==> config.mk <==
export PLATFORM = sky130hd
export DESIGN_NAME = qspi_flash_responder
export DESIGN_NICKNAME = d
export VERILOG_FILES = /design/src/rtl/qspi_flash_responder.sv
export SDC_FILE = /design/constraint.sdc
export NUM_CORES = 1
export LEC_CHECK = 0
export CORE_MARGIN = 2
export CORE_UTILIZATION = 64
export DETAILED_ROUTE_END_ITERATION = 16
export DONT_BUFFER_PORTS = 1
export PLACE_DENSITY = 0.89
export REMOVE_ABC_BUFFERS = 1
export SLEW_MARGIN = 15
export SYNTH_ARGS = -nofsm -noshare
export SYNTH_HDL_FRONTEND = slang
export SYNTH_SLANG_ARGS = --single-unit
export TNS_END_PERCENT = 50
==> constraint.sdc <==
create_clock -name clock -period 4.92 [get_ports clock]
set_clock_uncertainty 0.1 [all_clocks]
set_input_delay 0.738 -clock clock [delete_from_list [all_inputs] [get_ports clock]]
set_output_delay 0.738 -clock clock [all_outputs]
set_load 0.1 [all_outputs]
==> src/rtl/qspi_flash_responder.sv <==
// Single-lane SPI mode-0 flash responder: serves READ (0x03) from a req/ack memory
// port and READ-ID (0x9F) from a parameter, with all SPI pins oversampled on clock.
module qspi_flash_responder #(
  parameter logic [23:0] JEDEC_ID    = 24'hEF4016,
  parameter int unsigned SYNC_STAGES = 2
) (
  input  logic        clock,
  input  logic        reset,
  input  logic        spi_sck,
  input  logic        spi_cs_n,
  input  logic        spi_mosi,
  output logic        spi_miso,
  output logic        spi_miso_oe,
  output logic        mem_req,
  output logic [23:0] mem_addr,
  input  logic        mem_ack,
  input  logic [7:0]  mem_rdata,
  output logic        busy,
  output logic        underrun,
  output logic        bad_cmd
);

  localparam logic [7:0] OP_READ = 8'h03;
  localparam logic [7:0] OP_ID   = 8'h9F;

  typedef enum logic [2:0] {S_IDLE, S_CMD, S_ADDR, S_DATA, S_ID, S_IGNORE} state_t;

  state_t state, state_next;

  logic [SYNC_STAGES-1:0] sck_sync, cs_sync, mosi_sync;
  logic        sck_prev, cs_prev;
  logic        sck_s, cs_s, mosi_s;
  logic        sck_rise, sck_fall, cs_fall;
  logic [22:0] rx;
  logic [23:0] shift_in;
  logic [7:0]  tx;
  logic [4:0]  bit_cnt;
  logic [2:0]  fall_cnt;
  logic [1:0]  id_idx;
  logic [7:0]  pf_data;
  logic        pf_valid;
  logic [23:0] rd_addr;
  logic        ack_take, ack_fresh;

  // NOTE: sequential state uses non-blocking assignments so every flop samples
  // the pre-edge value of its neighbours; blocking here would collapse the chain.
  always_ff @(posedge clock or posedge reset) begin
    if (reset) begin
      sck_sync  <= '0;
      cs_sync   <= '1;
      mosi_sync <= '0;
      sck_prev  <= 1'b0;
      cs_prev   <= 1'b1;
    end else begin
      sck_sync  <= {sck_sync[SYNC_STAGES-2:0], spi_sck};
      cs_sync   <= {cs_sync[SYNC_STAGES-2:0], spi_cs_n};
      mosi_sync <= {mosi_sync[SYNC_STAGES-2:0], spi_mosi};
      sck_prev  <= sck_s;
      cs_prev   <= cs_s;
    end
  end

  assign sck_s    = sck_sync[SYNC_STAGES-1];
  assign cs_s     = cs_sync[SYNC_STAGES-1];
  assign mosi_s   = mosi_sync[SYNC_STAGES-1];
  assign sck_rise = sck_s & ~sck_prev;
  assign sck_fall = ~sck_s & sck_prev;
  assign cs_fall  = ~cs_s & cs_prev;
  assign shift_in = {rx, mosi_s};

  // An ack only counts as fresh data if it answers the byte the next boundary needs;
  // acks for skipped (underrun) bytes or aborted frames are dropped.
  assign ack_take  = mem_ack & mem_req;
  assign ack_fresh = ack_take && (mem_addr == rd_addr);

  always_ff @(posedge clock or posedge reset) begin
    if (reset) state <= S_IDLE;
    else       state <= state_next;
  end

  // NOTE: state_next gets its default before any branch so no path leaves it
  // unassigned, which would otherwise infer a latch.
  always_comb begin
    state_next = state;
    if (cs_s) begin
      state_next = S_IDLE;
    end else begin
      unique case (state)
        S_IDLE: if (cs_fall) state_next = S_CMD;
        S_CMD: begin
          if (sck_rise && bit_cnt == 5'd7) begin
            if (shift_in[7:0] == OP_READ)    state_next = S_ADDR;
            else if (shift_in[7:0] == OP_ID) state_next = S_ID;
            else                             state_next = S_IGNORE;
          end
        end
        S_ADDR: if (sck_rise && bit_cnt == 5'd23) state_next = S_DATA;
        default: ;
      endcase
    end
  end

  assign spi_miso_oe = (state == S_DATA) || (state == S_ID);
  assign spi_miso    = spi_miso_oe ? tx[7] : 1'b1;
  assign busy        = (state != S_IDLE) && !cs_s;

  always_ff @(posedge clock or posedge reset) begin
    if (reset) begin
      rx       <= '0;
      tx       <= '0;
      bit_cnt  <= '0;
      fall_cnt <= '0;
      id_idx   <= '0;
      pf_data  <= '0;
      pf_valid <= 1'b0;
      rd_addr  <= '0;
      mem_req  <= 1'b0;
      mem_addr <= '0;
      underrun <= 1'b0;
      bad_cmd  <= 1'b0;
    end else begin
      underrun <= 1'b0;
      bad_cmd  <= 1'b0;
      // The handshake always completes, even if the frame that issued it is gone.
      if (ack_take) begin
        mem_req <= 1'b0;
        if (state == S_DATA && !cs_s && ack_fresh && !(sck_fall && fall_cnt == 3'd0)) begin
          pf_data  <= mem_rdata;
          pf_valid <= 1'b1;
        end
      end
      if (cs_s) begin
        bit_cnt  <= '0;
        fall_cnt <= '0;
        pf_valid <= 1'b0;
      end else begin
        unique case (state)
          S_IDLE: bit_cnt <= '0;
          S_CMD: begin
            if (sck_rise) begin
              rx <= shift_in[22:0];
              if (bit_cnt == 5'd7) begin
                bit_cnt  <= '0;
                fall_cnt <= '0;
                if (shift_in[7:0] == OP_ID) begin
                  tx     <= JEDEC_ID[23:16];
                  id_idx <= '0;
                end else if (shift_in[7:0] != OP_READ) begin
                  bad_cmd <= 1'b1;
                end
              end else begin
                bit_cnt <= bit_cnt + 5'd1;
              end
            end
          end
          S_ADDR: begin
            if (sck_rise) begin
              rx <= shift_in[22:0];
              if (bit_cnt == 5'd23) begin
                bit_cnt  <= '0;
                fall_cnt <= '0;
                rd_addr  <= shift_in;
                pf_valid <= 1'b0;
                if (!mem_req) begin
                  mem_req  <= 1'b1;
                  mem_addr <= shift_in;
                end
              end else begin
                bit_cnt <= bit_cnt + 5'd1;
              end
            end
          end
          S_DATA: begin
            if (sck_fall) begin
              fall_cnt <= fall_cnt + 3'd1;
              if (fall_cnt == 3'd0) begin
                // The address advances even on underrun so a late byte is never re-sent.
                rd_addr <= rd_addr + 24'd1;
                if (pf_valid) begin
                  tx       <= pf_data;
                  pf_valid <= 1'b0;
                end else if (ack_fresh) begin
                  tx <= mem_rdata;
                end else begin
                  tx       <= 8'hFF;
                  underrun <= 1'b1;
                end
              end else begin
                tx <= {tx[6:0], 1'b1};
              end
            end
            if (!mem_req && !pf_valid) begin
              mem_req  <= 1'b1;
              mem_addr <= rd_addr;
            end
          end
          S_ID: begin
            if (sck_fall) begin
              fall_cnt <= fall_cnt + 3'd1;
              if (fall_cnt == 3'd0) begin
                unique case (id_idx)
                  2'd0:    tx <= JEDEC_ID[23:16];
                  2'd1:    tx <= JEDEC_ID[15:8];
                  2'd2:    tx <= JEDEC_ID[7:0];
                  default: tx <= 8'hFF;
                endcase
                if (id_idx != 2'd3) id_idx <= id_idx + 2'd1;
              end else begin
                tx <= {tx[6:0], 1'b1};
              end
            end
          end
          default: ;
        endcase
      end
    end
  end

endmodule

==> run metrics <==
via count of the routed design=slightly below 5,000; GRT Residual Overflow=0; first drt pass iteration count=5; Final Hold Fails=0; WP data arrival=roughly 2.5 ns; Chip Height=approximately 100 um; area leader, netlist=dfrtp_1; WP data required=approximately 4 ns; setup TNS=0 ns; FF-to-FF setup slack=about 1.7 ns; type of the worst setup path=reg -> out; multi-input logic area=between 2000 and 3000 um2; final weighted congestion in routability-driven placement=0.928; minimum setup slack in the final design=1.63 ns; Slew Limit Fails=0; reported max-cap violation count=0; die area=10,200 um2; sequential cell area=2810 um2; fraction of final layout cells sized beyond drive strength 1=0.141; leakage dissipation=roughly 2.9 nW; Core Footprint=9150 um2; Root Buffer Master=clkbuf_8; Layout Area Growth over Synthesis=6.10%; post-layout minimum cycle time=between 3 and 4 ns; input/output buffers=0; post-route clock period utilization=0.668; H-tree depth=3; via count of the first global-routing pass=between 4,000 and 5,000; flop and latch count out of synthesis=112; Avg Cell Area, Syn=9.85 um2; count of cells resized by post-cts repair=0; count of endpoints failing setup in the final report=0; initial core utilization=0.656; horizontal die dimension=roughly 100 um; wire length of the first global-routing pass=approximately 24,000 um; worst slack at placement=~1.7 ns; Hold Crit Class=in -> reg; 1st-iter DRT viols=494; final layout net count=between 600 and 700; Worst IR Drop VDD=between 0.2 and 0.25 mV; number of CTS-inserted buffers=9; cell count after synthesis=610; Slew headroom=0.292; initial antenna violation count=0; outcome=completed; CP endpoint kind=output port; number of enable-type register cells in the synthesized netlist=0; buffer levels on the longest clock path=2; combined global-route utilization of all metal layers=0.297; clock tree from TritonCTS=yes; unrepaired setup endpoints after global routing=false; Cell variety after synth=between 60 and 70; Antenna Cells=0; Reg clk slew, reported paths=~0.11 ns; total power draw=between 0.0015 and 0.002 W; most used cells in the layout excluding fill and tap cells=dfrtp_1, nand2_1, o21ai_0, a21oi_1, mux2i_1; Max Freq=approximately 300 MHz; async set-or-reset flop fraction in the synthesized netlist=1.00; dominant cells by area after synthesis=dfrtp_1, o21ai_0, mux2_2; drt via density=a little under 7; largest net degree at the start of global routing=74; leading register cell type out of synthesis=dfrtp_1; insertion delay of the later-clocked pin in the worst-skew pair=0.39 ns; transition time of the tightest slew-check pin=~1.1 ns; Top-Level Pins=44; fraction of the core area covered by cells at the end of the flow=0.696; count of unresolved DRC violations after routing=0; sequential element share of the synthesized area=0.467; setup fix buffers added after clock tree synthesis=0; number of sinks handled by clock tree synthesis=112; critical path launch point type=register; post-cts hold buffer count=0; FF-to-FF path depth=5; Hold Crit Depth=0; standard-cell rows=35; critical path peak fanout=52; power density over the cells=about 260 nW/um2; total of warnings raised by yosys=0; routed length per placed instance=19.8 um; DPL Wire Length=9560 um; remaining antenna violation count after routing=0; area fraction of the dominant cell type after synthesis=0.454; post-synthesis cell area=6010 um2; Post-Route WL=14,200 um; number of inserted filler cells in the final layout=666; most common cell after layout, fill and taps aside=dfrtp_1
[flip-flops by register name, indices dropped and copies added (netlist names), 2 cells and up]
register	flops
bit_cnt	5
state	3
id_idx	2
cs_sync	2
tx	8
rd_addr	24
sck_sync	2
fall_cnt	3
pf_data	8
mosi_sync	2
rx	23
mem_addr	24
[where the power goes]
group | switching (W) | internal (W) | total [W]
sequential | 0.0000207 | 0.000934 | 0.000955
combinational | 0.0000469 | 0.0000272 | 0.0000742
clock | 0.000328 | 0.000308 | 0.000636
total | 0.000395 | 0.00127 | 0.00166
[worst paths after layout]
path | end | start
worst max register to register | pf_data[2] | mem_addr[10]
max in group asynchronous | cs_sync[1] | reset
min in group asynchronous | mem_addr[23] | reset
worst min-delay path | cs_sync[0] | spi_cs_n
worst max-delay path | spi_miso_oe | state[0]
worst min register to register | mosi_sync[1] | mosi_sync[0]
[per-layer routing]
layer,GRT usage,wire length (um),share of wire,vias up
li1,-,-,-,2221
met1,0.396,5710,0.40,2375
met2,0.459,6760,0.48,281
met3,0.0874,1300,0.091,38
met4,0.119,434,0.031,0
met5,0,0,0,-
[critical path, stage by stage, from the launching register on]
cell,delay (ns)
dfrtp_1,0.73
and3b_1,0.26
buf_4,0.46
nor2_1,0.17
inv_1,0.12
buf_4,0.32
[logic make-up (layout without fill, tap and decap cells)]
logic type / Yosys count / after routing / synth area share
AND/OR/NAND/NOR: 185 / 185 / 0.161
AO/OA/AOI/OAI: 170 / 170 / 0.174
flip-flops: 112 / 112 / 0.467
multiplexers: 58 / 58 / 0.108
buffers and inverters: 53 / 51 / 0.0381
XOR/XNOR: 24 / 24 / 0.0350
adder cells (fa/ha/maj): 8 / 8 / 0.0162
[synth_stat cells, types with 14 or more instances]
cell,number
a21oi_1,42
clkbuf_1,28
dfrtp_1,109
inv_1,14
mux2_2,24
mux2i_1,26
nand2_1,58
nand3_1,17
nor2_1,25
nor3_1,14
o21ai_0,54
o22ai_1,15
[cell type report]
| type | instances | share of cell area |
|---|---|---|
| multi-input combinational | 445 | 0.468 |
| timing repair buffer | 21 | 0.0247 |
| clock buffer | 10 | 0.0216 |
| clock inverter | 6 | 0.0153 |
| inverter | 14 | 0.00864 |
| tap | 111 | 0.0218 |
| sequential | 112 | 0.440 |
[through the flow]
step | hold WS [ns] | cell area [um2] | cells
final | 0.235 | 6370 | 719
after detailed placement | 0.240 | 6140 | 703
after floorplan | 0.231 | 5830 | 571
after global placement | 0.233 | 6140 | 703
after global routing | 0.210 | 6370 | 719
after CTS | 0.224 | 6370 | 719
(Power assumes the default switching activity.)
==> patch: new RTL, config.mk and constraints unchanged <==
The 6 states of `state_t` get a one-hot encoding in 6 bits.
--- a/src/rtl/qspi_flash_responder.sv
+++ b/src/rtl/qspi_flash_responder.sv
@@ -23,7 +23,7 @@
   localparam logic [7:0] OP_READ = 8'h03;
   localparam logic [7:0] OP_ID   = 8'h9F;
 
-  typedef enum logic [2:0] {S_IDLE, S_CMD, S_ADDR, S_DATA, S_ID, S_IGNORE} state_t;
+  typedef enum logic [5:0] {S_IDLE = 6'b000001, S_CMD = 6'b000010, S_ADDR = 6'b000100, S_DATA = 6'b001000, S_ID = 6'b010000, S_IGNORE = 6'b100000} state_t;
 
   state_t state, state_next;
 
Function: no difference found for any inputs over 10 cycles, from zero or initial values and one cycle with reset high; not proved beyond that.
==> patch against the unedited design <==
Total power up 34%; largest power group is now clock; sequential cell count up 3; area after synthesis up 2.9%; worst setup slack worse by 370 ps; critical path depth unchanged; wire length up 11%; via count up 7.9%; combinational power up 5.1%; global-route usage up 2.1 points; die area up 2.8%; design area up 7.4%.
==> patch: results (changes against the unedited design) <==
min-delay worst type=primary input to flop (unchanged); TritonCTS buffer count=17 (was 9); first-pass GRT wire length=25.54 mm (was 23.65 mm); status=completed (unchanged); Ys Warns=0 (unchanged); Top Registers=mem_addr: 24 flops, rd_addr: 24 flops, rx: 23 flops (unchanged); H-tree Lvls=4 (was 3); port bufs=0 (unchanged); slew margin rel.=32.04% (was 29.19%); Max FO, Critical Path=9 (was 52); mean number of vias per cell=6.926 (was 6.836); ys async rst share=100.0% (unchanged); routability cong.=1.012 (was 0.9277); antenna cell count=0 (unchanged); post-DP HPWL=10.11 mm (was 9.564 mm); vias in the first global route=5,174 (was 4,740); Yosys cell types=67 (was 64); Longest Clk Path Bufs=2 (unchanged); CP max-delay cell=inv_1 (was dfrtp_1); Nets=646 (was 624); worst-skew pair later-pin latency=530 ps (was 390 ps); initial antenna violation count=0 (unchanged); Setup-failing EPs final=0 (unchanged); clock root cell=clkbuf_8 (unchanged); post-cts resize count=0 (unchanged); largest net degree at the start of global routing=91 (was 74); GRT Resource Usage Total=31.79% (was 29.70%); TritonRoute pass-1 iters=6 (was 5); GR Util met3=9.439% (was 8.738%); leakage=3.041 nW (was 2.901 nW); Post-CTS Setup Inserts=0 (unchanged); switch share=23.29% (was 23.74%); Arr. time, crit path=2820 ps (was 2450 ps); clk slew on worst S/H paths=60 ps (was 110 ps); maximum VDD drop=0.2750 mV (was 0.2390 mV); met1 usage=41.07% (was 39.56%); sequential area share after synthesis=46.66% (was 46.73%); largest cells by area after synthesis=dfrtp_1 45%, mux2_2 6.0%, nand2_1 4.2% (was dfrtp_1 45%, o21ai_0 4.5%, mux2_2 4.5%); Place WS=1698 ps (was 1726 ps); share of cells above drive strength 1=15.38% (was 14.14%); Post-synth top cells=111 x dfrtp_1, 69 x nand2_1, 50 x a21oi_1, 45 x o21ai_0, 33 x mux2_2 (was 109 x dfrtp_1, 58 x nand2_1, 54 x o21ai_0, 42 x a21oi_1, 28 x clkbuf_1); CP max stage delay=690 ps (was 730 ps); GR Util met2=48.89% (was 45.90%); drt initial violations=642 (was 494); Routed WL per cell=20.60 µm (was 19.76 µm)
## patch: cell count changes after synthesis, moves of 6 or more
cell      before  now
o21ai_0       54   45
mux2i_1       26   14
a21oi_1       42   50
inv_1         14   22
mux2_4         8    0
and3_1         2   10
clkbuf_1      28   22
nand2_1       58   69
mux2_2        24   33
## patch: critical path: cells and delay by family (launching register included)
kind                   cells  cell delay, ps
flip-flops                 1             490
buffers and inverters      2             950
AND/OR/NAND/NOR            3             850
## patch: final timing paths
kind	startpoint	to	cells past startpoint	slack, ps
setup / recovery	state[2]	spi_miso	5	1260
hold / removal	spi_cs_n	cs_sync[0]	0	110
setup reg to reg	mem_addr[9]	pf_data[3]	5	1600
hold reg to reg	sck_sync[0]	sck_sync[1]	0	250
max in group asynchronous	reset	pf_valid	2	3730
min in group asynchronous	reset	bit_cnt[0]	1	130
## patch: routing by layer
metal  wire [µm]  vias up  share of wire, %
li1            -     2314                 -
met1        6091     2544                39
met2        7410      365                47
met3        1650       82                10
met4         629        0               4.0
met5           0        -                 0
## patch: cell type report
class / count / area, µm²
Fill cell: 616 / 2442
Timing Repair Buffer: 14 / 105.1
Multi-Input combinational cell: 454 / 3038
Clock buffer: 19 / 431.7
Sequential cell: 115 / 2883
Inverter: 22 / 87.58
Tap cell: 129 / 161.4
Clock inverter: 13 / 135.1
## patch: power by group through the flow
stage | clock network, mW | registers (mW) | logic (mW)
4_1_cts | 1.17 | 0.972 | 0.0782
2_1_floorplan | 0 | 0.983 | 0.0598
3_3_place_gp | 0 | 0.986 | 0.0739
5_1_grt | 1.23 | 0.973 | 0.0867
3_5_place_dp | 0 | 0.988 | 0.0774
6_report | 1.18 | 0.972 | 0.0780
## patch: cells by family (layout without fill, tap and decap cells)
group | Yosys count | in the layout | synth area share [%]
multiplexers | 47 | 47 | 8.283
buffers and inverters | 62 | 68 | 4.415
adder cells (fa/ha/maj) | 8 | 8 | 1.620
AO/OA/AOI/OAI | 177 | 177 | 18.55
flip-flops | 115 | 115 | 46.66
XOR/XNOR | 26 | 26 | 3.807
AND/OR/NAND/NOR | 196 | 196 | 16.67
## patch: through the flow
stage | cells | hold WS (ps) | cell area, µm² | util (%) | power (mW)
after floorplan | 591 | 231.2 | 5988 | - | 1.043
after global placement | 734 | 232.4 | 6264 | 67.47 | 1.060
after detailed placement | 734 | 235.5 | 6272 | 67.56 | 1.066
after CTS | 766 | 100.2 | 6839 | 73.67 | 2.224
after global routing | 766 | 94.79 | 6842 | 73.69 | 2.292
final | 766 | 110.9 | 6842 | 73.69 | 2.228
